### config.mk
export PLATFORM = sky130hd
export DESIGN_NAME = alu_issue_ctrl
export DESIGN_NICKNAME = d
export VERILOG_FILES = /design/src/rtl/alu_issue_ctrl.sv
export SDC_FILE = /design/constraint.sdc
export NUM_CORES = 1
export LEC_CHECK = 0
export CORE_MARGIN = 10
export CORE_UTILIZATION = 45
export CTS_BUF_LIST = sky130_fd_sc_hd__clkbuf_16
export DETAILED_ROUTE_END_ITERATION = 16
export PLACE_DENSITY = 0.86
export SYNTH_ARGS = -nofsm -noshare
export SYNTH_HDL_FRONTEND = slang
export SYNTH_SLANG_ARGS = --single-unit
### constraint.sdc
create_clock -name clk -period 3.1 [get_ports clk]
set_input_delay 0.31 -clock clk [delete_from_list [all_inputs] [get_ports clk]]
set_output_delay 0.31 -clock clk [all_outputs]
set_load 0.03 [all_outputs]
### src/rtl/alu_issue_ctrl.sv
// Issue-side controller for a non-pipelined ALU: accepts one request, holds operands
// for ALU_LAT cycles, captures the result and returns it over a valid/ready response port.
module alu_issue_ctrl #(
   parameter int WIDTH   = 32,
   parameter int OPW     = 5,
   parameter int ALU_LAT = 2,
   parameter int NUM_OPS = 16
) (
   input  logic             clk,
   input  logic             rst_n,
   input  logic             req_valid,
   output logic             req_ready,
   input  logic [OPW-1:0]   req_opcode,
   input  logic [WIDTH-1:0] req_a,
   input  logic [WIDTH-1:0] req_b,
   output logic [OPW-1:0]   alu_opcode,
   output logic [WIDTH-1:0] alu_a,
   output logic [WIDTH-1:0] alu_b,
   output logic             alu_enable,
   input  logic [WIDTH-1:0] alu_out,
   output logic             rsp_valid,
   input  logic             rsp_ready,
   output logic [WIDTH-1:0] rsp_data,
   output logic             rsp_err,
   output logic [15:0]      op_count
);

   typedef enum logic [1:0] {IDLE, BUSY, RESP} state_t;

   // One extra bit so NUM_OPS == 2**OPW (every opcode legal) still fits.
   localparam logic [OPW:0] NUM_OPS_W = (OPW+1)'(NUM_OPS);
   localparam logic [3:0]   LAT_M1    = 4'(ALU_LAT - 1);

   state_t           state_q, state_d;
   logic             req_ready_q, req_ready_d;
   logic [OPW-1:0]   alu_opcode_q, alu_opcode_d;
   logic [WIDTH-1:0] alu_a_q, alu_a_d;
   logic [WIDTH-1:0] alu_b_q, alu_b_d;
   logic             alu_enable_q, alu_enable_d;
   logic             rsp_valid_q, rsp_valid_d;
   logic [WIDTH-1:0] rsp_data_q, rsp_data_d;
   logic             rsp_err_q, rsp_err_d;
   logic [15:0]      op_count_q, op_count_d;
   logic [3:0]       cnt_q, cnt_d;
   logic             op_legal;

   assign op_legal = ({1'b0, req_opcode} < NUM_OPS_W);

   always_comb begin
      state_d      = state_q;
      req_ready_d  = req_ready_q;
      alu_opcode_d = alu_opcode_q;
      alu_a_d      = alu_a_q;
      alu_b_d      = alu_b_q;
      alu_enable_d = alu_enable_q;
      rsp_valid_d  = rsp_valid_q;
      rsp_data_d   = rsp_data_q;
      rsp_err_d    = rsp_err_q;
      op_count_d   = op_count_q;
      cnt_d        = cnt_q;
      unique case (state_q)
         IDLE: begin
            // req_ready_q is still low on the first cycle out of reset.
            if (req_valid && req_ready_q) begin
               req_ready_d = 1'b0;
               if (op_legal) begin
                  state_d      = BUSY;
                  alu_enable_d = 1'b1;
                  alu_opcode_d = req_opcode;
                  alu_a_d      = req_a;
                  alu_b_d      = req_b;
                  cnt_d        = LAT_M1;
               end else begin
                  state_d     = RESP;
                  rsp_valid_d = 1'b1;
                  rsp_err_d   = 1'b1;
                  rsp_data_d  = '0;
               end
            end else begin
               req_ready_d = 1'b1;
            end
         end
         BUSY: begin
            if (cnt_q == 4'd0) begin
               state_d      = RESP;
               rsp_data_d   = alu_out;
               rsp_err_d    = 1'b0;
               rsp_valid_d  = 1'b1;
               alu_enable_d = 1'b0;
               alu_opcode_d = '0;
               alu_a_d      = '0;
               alu_b_d      = '0;
               op_count_d   = op_count_q + 16'd1;
            end else begin
               cnt_d = cnt_q - 4'd1;
            end
         end
         RESP: begin
            if (rsp_ready) begin
               state_d     = IDLE;
               rsp_valid_d = 1'b0;
               req_ready_d = 1'b1;
            end
         end
         default: begin
            state_d     = IDLE;
            req_ready_d = 1'b0;
         end
      endcase
   end

   always_ff @(posedge clk or negedge rst_n) begin
      if (!rst_n) begin
         state_q      <= IDLE;
         req_ready_q  <= 1'b0;
         alu_opcode_q <= '0;
         alu_a_q      <= '0;
         alu_b_q      <= '0;
         alu_enable_q <= 1'b0;
         rsp_valid_q  <= 1'b0;
         rsp_data_q   <= '0;
         rsp_err_q    <= 1'b0;
         op_count_q   <= '0;
         cnt_q        <= '0;
      end else begin
         state_q      <= state_d;
         req_ready_q  <= req_ready_d;
         alu_opcode_q <= alu_opcode_d;
         alu_a_q      <= alu_a_d;
         alu_b_q      <= alu_b_d;
         alu_enable_q <= alu_enable_d;
         rsp_valid_q  <= rsp_valid_d;
         rsp_data_q   <= rsp_data_d;
         rsp_err_q    <= rsp_err_d;
         op_count_q   <= op_count_d;
         cnt_q        <= cnt_d;
      end
   end

   assign req_ready  = req_ready_q;
   assign alu_opcode = alu_opcode_q;
   assign alu_a      = alu_a_q;
   assign alu_b      = alu_b_q;
   assign alu_enable = alu_enable_q;
   assign rsp_valid  = rsp_valid_q;
   assign rsp_data   = rsp_data_q;
   assign rsp_err    = rsp_err_q;
   assign op_count   = op_count_q;

endmodule

# Word level (Yosys, flattened, before mapping)
# Index checks and enable logic that the tools add are counted.
# Widths: inputs -> output; s select.
dict set report word_totals {
  regBits 127
  wordCells 72
}
dict set report classes {
  addsub 2
  magnitude_cmp 1
  eq_ne 8
  n_mux 37
  n_bitwise 1
  n_reduce_logical 12
}
# operator count
set ops {}
lappend ops {{$mux 32} 8}
lappend ops {{$pmux 32 s2} 3}
lappend ops {{$add 16x1->16 const B} 1}
lappend ops {{$mux 5} 3}
lappend ops {{$mux 4} 3}
lappend ops {{$ne 2x2->1 const B} 6}
lappend ops {{$reduce_and 4->1} 3}
lappend ops {{$pmux 5 s2} 1}
lappend ops {{$mux 1} 9}
lappend ops {{$mux 2} 4}
lappend ops {{$pmux 4 s2} 1}
lappend ops {{$pmux 1 s3} 2}
lappend ops {{$pmux 2 s3} 1}
lappend ops {{$lt 5x5->1 const B} 1}
lappend ops {{$reduce_and 5->1} 1}
lappend ops {{$logic_not 4->1} 1}
lappend ops {{$pmux 1 s2} 2}
lappend ops {{$reduce_and 2->1} 2}
lappend ops {{$sub 4x1->4 const B} 1}
lappend ops {{$reduce_and 3->1} 1}
lappend ops {{$reduce_bool 3->1} 1}
lappend ops {{$eq 2x1->1 const B} 1}
lappend ops {{$eq 2x2->1 const B} 1}
lappend ops {{$logic_not 2->1} 1}
lappend ops {{other kinds (3)} 3}

# Logic depth before layout (Yosys ltp)
# Gate-level depths: netlist (run 1).
dict set report depth {
  word_depth 4
  mapped_depth 9
  mapped_depth_nobuf 6
}

# Worst setup path after synthesis (run 1)
# No wires, ideal clock.
dict set report synth_path {
  kind {reg-to-reg}
  start {register state_q[0]}
  end {register alu_a_q[11], in the netlist alu_a[11]}
  setup_time_ps 121
  arrival_ps 1680
  t_required_ps 2979
  slack_ps 1299
  stages_incl_launch_ff 9
  n_path_buf 2
  period_less_slack_ps 1801
  cell_sequence {dfrtp_1 -> inv_1 -> ha_1 -> and2b_4 -> a31oi_4 -> nor2_2 -> buf_6 -> buf_6 -> a22o_1}
}
dict set report synth_between {
  elab_chain_cells 3
  word_cells_on_any_way 8
  cone_classes {4 x eq/ne; 1 x mux; 3 x reduce/logical}
}
# element line_no
set synth_rtl {}
lappend synth_rtl {{from (decl)} 34} ;# state_t state_q, state_d;
lappend synth_rtl {{from (signal assigned)} 126} ;# state_q <= state_d;
lappend synth_rtl {{$eq 2x1->1 or $logic_not 2->1 (tied branches)} 61} ;# unique case (state_q)
lappend synth_rtl {{$ne 2x2->1 (no source line) or $reduce_bool 2->1 (tied branches)} -}
lappend synth_rtl {{$reduce_and 4->1 (no source line)} -}
lappend synth_rtl {{to (signal assigned)} 129} ;# alu_a_q <= alu_a_d;
lappend synth_rtl {{to (decl)} 37} ;# logic [WIDTH-1:0] alu_a_q, alu_a_d;
# Several ways; a longest one is shown, not always the timed one.
# A chain may end at the register's enable or synchronous reset.

# Worst setup path after layout (run 1)
dict set report layout_path {
  start {register state_q[1]}
  end {register op_count_q[12], in the netlist op_count[12]}
}
dict set report layout_between {
  elab_chain_cells 2
}
# element line_no
set layout_rtl {}
lappend layout_rtl {{$eq 2x1->1} 61}
lappend layout_rtl {{$reduce_and 2->1 (no source line)} -}
lappend layout_rtl {{to (signal assigned)} 135} ;# op_count_q <= op_count_d;
lappend layout_rtl {{to (decl)} 43} ;# logic [15:0] op_count_q, op_count_d;
# Every way passes these cells.

==> out/qor.yml, run 1 <==
synthesis:
  ys_seq_elements: 127
  ys.flop_type: "dfrtp_1"
  yosys.area.top_type: "dfrtp_1"
  async_reset_ff_share_pct: 100
  synthDistinctLibCells: 38
  synth_top_cell_area_share_pct: 63.1
  syn_area_um2: 5030
  synth_edf_count: 0
  netlist_instances: 415
  synthTopCellsByArea: "dfrtp_1, a22o_1, nand2_1"
  postSynthAreaPerCell_um2: 12.1
  ys_warn_count: 0
  synth_nets: 525
  synth_seq_area_share_pct: 63.1
pwr:
  p_leak_uw: 0.00348
  p_total_uw: 8770
  power.density_nw_per_um2: 1110
  peakVddDrop_mv: 0.831
sta:
  max_slew.worst_pin.slew_ns: 0.744
  finalSetupTns_ns: 0
  fmax_mhz: 434
  finClkSkew_ns: 0.00542
  finalCritPeriodShare_pct: 74.3
  final-hold-violation-count: 0
  max_slew_margin_pct: 50.4
  fin_crit_ns: 2.30
  drv_slew: 0
  setup_viol: 0
  rsz0062_at_grt: "no"
  finalWorstSetupSlack_ns: 0.797
  hold_slack_ns: 0.466
critical_path:
  critPathBufInv: 2
  worstSetupPathType: "reg -> reg"
  cp.required_ns: 3.43
  cpPeakStageDelay_ns: 0.48
  crit_slowest_cell: "and4bb_2"
  critPathArrivalTime_ns: 2.63
  startpoint_type: "register"
  path_depth: 7
  cp_max_fo: 43
  end_kind: "register"
  crit_chain: "inv_1, ha_1, buf_4, and4bb_2, nand4_1, nor4_1, xor2_1"
  r2r_cells: 7
  crit_family: "simple AND/OR/NAND/NOR gates"
finish:
  finalNonFillerCells: 790
  diodes: 0
  areaGrowthSynthToFinish_pct: 56.4
  drive_above_1_share_pct: 6.00
  nets: 747
cts:
  clk_pin_slew_ns: 0.05
  cts_root_buffer: "clkbuf_16"
  max-clock-path-buffers: 2
  cts_resized: 0
  htree_levels: 4
  cts_sinks: 127
  cts_tree: "yes"
  cts_made_buffers: 17
  clk_latency_ns: 0.41
global_route:
  grt_pass1_wl_um: 24600
  antenna_found_initial: 0
  grt_start_max_net_pins: 71
  grt-ovfl-total: 0
  grt_pass1_vias: 4273
  track_usage_pct: 19.5
die:
  start_util_pct: 46.2
  die-area_um2: 15800
  die_y_um: 126
  rows: 38
  die_x_um: 126
  core_area_um2: 10900
  io_pins: 226
placement:
  post-place-cells: 757
  place_congestion: 0.886
  io_buffers: 225
  place_ws_ns: 0.822
  dpl.hpwl_um: 11400
min_path:
  min_path_cells: 1
  hp-class: "reg -> reg"
run:
  max_cap_viol_count: 0
routing:
  wirelength_um: 15800
  ant_nets: 0
  drc_errors: 0
  vias: 4166
  wl_per_cell_um: 20.0
  drt-vias-per-instance: 5.27
  firstDrtPassIters: 4
  drt_iter0_drc: 309
status:
  status: "finished clean"
-- timing repair --
action                    in CTS  in global routing
hold endpoints to repair      51                  0
buffers inserted               0                  0
hold buffers                   1                  0
-- logic make-up (layout without fill, tap and decap cells) --
kind of cell               count (synthesis)  count (layout)  synth area share (%)
AOI/OAI and AO/OA                        119             119                  18.0
xor gates and xnor gates                  15              15                  2.61
adders and majority gates                  5               5                  1.24
buffers and inverters                     37             272                  4.60
DFF                                      127             127                  63.1
muxes                                      3               3                 0.646
and+or+nand+nor                          109             109                  9.74
-- final timing paths --
| path | startpoint | end | slack, ns |
|---|---|---|---|
| hold reg to reg | op_count[15]$_DFFE_PN0P_ | op_count[15]$_DFFE_PN0P_ | 0.47 |
| setup reg to reg | state_q[1]$_DFFE_PN0P_ | op_count[12]$_DFFE_PN0P_ | 0.80 |
| hold / removal | op_count[15]$_DFFE_PN0P_ | op_count[15]$_DFFE_PN0P_ | 0.47 |
| max in group asynchronous | rst_n | op_count[10]$_DFFE_PN0P_ | 1.73 |
| min in group asynchronous | rst_n | alu_a[22]$_DFFE_PN0P_ | 0.50 |
| setup / recovery | state_q[1]$_DFFE_PN0P_ | op_count[12]$_DFFE_PN0P_ | 0.80 |
-- synth_stat cells (2+ instances only) --
cell type,number
o21ai_1,6
nand4_1,4
nor4_1,2
and4_1,2
o31ai_1,4
nor2_1,7
o21ai_0,31
nand3_1,7
a22o_1,70
buf_6,10
a21o_1,2
clkbuf_1,6
nor3_1,3
nor2b_1,2
dfrtp_1,127
nand2_1,73
and3_1,2
inv_1,9
mux2_2,2
xnor2_1,8
xor2_1,7
buf_2,11
ha_1,5
-- area by class of cell --
class	count	area [um2]
clock buffers	17	425
clock inverters	15	88.8
repair buffers	231	2320
multi-input cells	251	1650
flip-flops and latches	127	3180
inverters	9	33.8
fillers	793	3020
well taps	140	175
-- sequential cells by signal, indices dropped and copies added (netlist names), 2 cells and up --
signal,cells
alu_a,32
rsp_data,32
state_q,2
alu_b,32
op_count,16
alu_opcode,5
cnt_q,4
-- placed cells by master, fill, tap and decap left out, types with 2 or more instances in the layout --
cell	Yosys	layout
clkdlybuf4s50_1	0	224
dfrtp_1	127	127
nand2_1	73	73
a22o_1	70	70
o21ai_0	31	31
clkbuf_16	0	17
inv_1	9	13
xnor2_1	8	8
nand3_1	7	7
nor2_1	7	7
xor2_1	7	7
o21ai_1	6	6
ha_1	5	5
clkinv_1	0	5
clkinv_2	0	5
nand4_1	4	4
o31ai_1	4	4
buf_4	1	4
nor3_1	3	3
nor2b_1	2	2
and4_1	2	2
and3_1	2	2
nor4_1	2	2
mux2_2	2	2
buf_12	0	2
-- per-stage QoR --
| stage | util, % | instance area [um2] |
|---|---|---|
| 2_1_floorplan | - | 5030 |
| 3_3_place_gp | 67.5 | 7350 |
| 3_5_place_dp | 67.5 | 7350 |
| 4_1_cts | 72.3 | 7870 |
| 5_1_grt | 72.3 | 7870 |
| 6_report | 72.3 | 7870 |
-- power breakdown --
| group | switching, uW | leakage [uW] | internal [uW] | total, uW |
|---|---|---|---|---|
| clock | 676 | 0.000272 | 1070 | 1740 |
| sequential | 410 | 0.00165 | 2330 | 2740 |
| combinational | 2470 | 0.00156 | 1810 | 4280 |
| total | 3560 | 0.00348 | 5210 | 8770 |
-- per-layer routing --
layer  vias to the layer above  GRT usage (%)  part of all wire (%)
met3                        22           7.26                   8.2
li1                       1923              -                     -
met5                         -              0                     0
met1                      2042           22.5                    40
met2                       179           31.9                    50
met4                         0           8.17                   2.3
Note: power is estimated with default switching activity, not from simulation.
==> run 2: changes to the inputs <==
--- a/config.mk
+++ b/config.mk
@@ -6,10 +6,10 @@
 export NUM_CORES = 1
 export LEC_CHECK = 0
 export CORE_MARGIN = 10
-export CORE_UTILIZATION = 45
+export CORE_UTILIZATION = 42
 export CTS_BUF_LIST = sky130_fd_sc_hd__clkbuf_16
 export DETAILED_ROUTE_END_ITERATION = 16
-export PLACE_DENSITY = 0.86
+export PLACE_DENSITY = 0.81
 export SYNTH_ARGS = -nofsm -noshare
 export SYNTH_HDL_FRONTEND = slang
 export SYNTH_SLANG_ARGS = --single-unit
==> constraint.sdc (replaced) <==
create_clock -name clk -period 2.3 [get_ports clk]
set_input_delay 0.23 -clock clk [delete_from_list [all_inputs] [get_ports clk]]
set_output_delay 0.23 -clock clk [all_outputs]
set_load 0.03 [all_outputs]
==> run 2 against run 1 <==
Register-to-register slack got worse by 0.72 ns. Die area rose by 6.0%. Maximum frequency rose by 3.5%. Critical path type unchanged. Worst hold slack got worse by 0.18 ns. Critical path depth rose by 1. Routed wire length rose by 4.7%. Design area rose by 2.2%. Count of clock-buffer cells in the layout did not move. Sequential share of layout area fell by 0.87 points.
==> out/qor.yml, run 2 (synthesized netlist as in run 1, its figures left out) <==
sta:
  rsz0062_at_grt: "yes"
  final-hold-violation-count: 0
  setup_viol: 0
  drv_slew: 0
  fmax_mhz: 450
  hold_slack_ns: 0.287
  fin_crit_ns: 2.22
  max_slew_margin_pct: 51.0
  finalCritPeriodShare_pct: 96.7
  finClkSkew_ns: 0.0106
  max_slew.worst_pin.slew_ns: 0.733
global_route:
  grt_pass1_vias: 4308
  grt-ovfl-total: 0
  grt_start_max_net_pins: 76
  grt_pass1_wl_um: 24400
  track_usage_pct: 18.8
  antenna_found_initial: 0
routing:
  vias: 4216
  drc_errors: 0
  ant_nets: 0
  drt_iter0_drc: 274
  wl_per_cell_um: 20.8
  firstDrtPassIters: 6
  wirelength_um: 16600
  drt-vias-per-instance: 5.29
finish:
  fin_util_pct: 69.6
  mostFrequentLayoutCell: "clkdlybuf4s50_1"
  final_cell_mix: "clkdlybuf4s50_1, dfrtp_1, nand2_1"
  nets: 751
  drive_above_1_share_pct: 7.65
  areaGrowthSynthToFinish_pct: 59.8
  diodes: 0
pwr:
  peakVddDrop_mv: 0.797
  power.density_nw_per_um2: 1530
  p_leak_uw: 0.00354
cts:
  max-clock-path-buffers: 2
  cts_sinks: 127
  post_cts_buffers: 0
  clk_latency_ns: 0.40
  htree_levels: 4
  cts_root_buffer: "clkbuf_16"
  clk_pin_slew_ns: 0.06
  cts_tree: "yes"
  cts_made_buffers: 17
critical_path:
  r2r-start: "state_q[1]$_DFFE_PN0P_"
  cp.required_ns: 2.57
  cp_max_fo: 70
  crit_start: "state_q[1]$_DFFE_PN0P_"
  r2r_cells: 8
  end_kind: "register"
  r2r_slack_ns: 0.08
  critPathArrivalTime_ns: 2.50
  reg2reg_to: "alu_a[22]$_DFFE_PN0P_"
  worstSetupPathType: "reg -> reg"
  startpoint_type: "register"
die:
  core_area_um2: 11600
  start_util_pct: 43.5
  die_y_um: 129
  rows: 39
  io_pins: 226
  die-area_um2: 16800
  die_x_um: 129
placement:
  dpl.hpwl_um: 11800
  io_buffers: 225
  place_congestion: 0.768
min_path:
  hp-class: "in -> async"
run:
  max_cap_viol_count: 0
status:
  status: "finished clean"
-- run 2: how the worst max path moves through the flow --
stage / to / slack [ns]
2_1_floorplan: alu_a[11]$_DFFE_PN0P_ / 0.50
3_3_place_gp: alu_a[9]$_DFFE_PN0P_ / 0.07
3_5_place_dp: rsp_data[11]$_DFFE_PN0P_ / -0.09
4_1_cts: rsp_data[14]$_DFFE_PN0P_ / -0.02
5_1_grt: op_count[10]$_DFFE_PN0P_ / -0.03
6_report: alu_a[22]$_DFFE_PN0P_ / 0.08
-- run 2: power breakdown --
group	leakage [uW]	switching [uW]	internal, uW
Sequential	0.00165	552	3150
Combinational	0.00158	3430	2490
Clock	0.000305	935	1790
Total	0.00354	4910	7420
-- run 2: stage by stage --
step	setup TNS (ns)	instances	worst slack, ns	total power [uW]	cell area, um2
finish	0	797	0.0754	12300	8050
floorplan	0	415	0.499	7050	5030
CTS	-0.0415	796	-0.0180	12400	8010
detailed placement	-1.21	762	-0.0893	9560	7380
global route	-0.0916	797	-0.0311	12900	8050
global placement	0	762	0.0745	9400	7380
-- run 2: timing repair --
action / CTS / global route
pin swaps: 0 / 1
hold buffers: 1 / 0
endpoints found under the hold margin: 25 / 0
cloned: 1 / 1
resized for setup: 3 / 4
setup endpoints to repair: 66 / 35
-- run 2: critical path: stages (launching register included) --
cell,delay [ns]
dfrtp_1,0.40
inv_1,0.10
ha_1,0.20
nor2b_2,0.40
a31oi_4,0.11
buf_4,0.20
a21o_2,0.21
buf_12,0.19
a22o_1,0.24
-- run 2: layout make-up --
type | count | area, um2
fillers | 846 | 3520
flip-flops and latches | 127 | 3180
repair buffers | 233 | 2360
multi-input cells | 253 | 1690
clock buffers | 17 | 425
clock inverters | 15 | 179
well taps | 143 | 179
inverters | 9 | 33.8
-- run 2: per-layer routing --
layer	wire length (um)	part of all wire, %	GRT usage [%]	vias up
met5	0	0	0	-
met3	1590	9.6	7.14	10
met2	8440	51	32.9	169
met1	6390	39	20.6	2103
met4	153	0.92	6.48	0
li1	-	-	-	1934
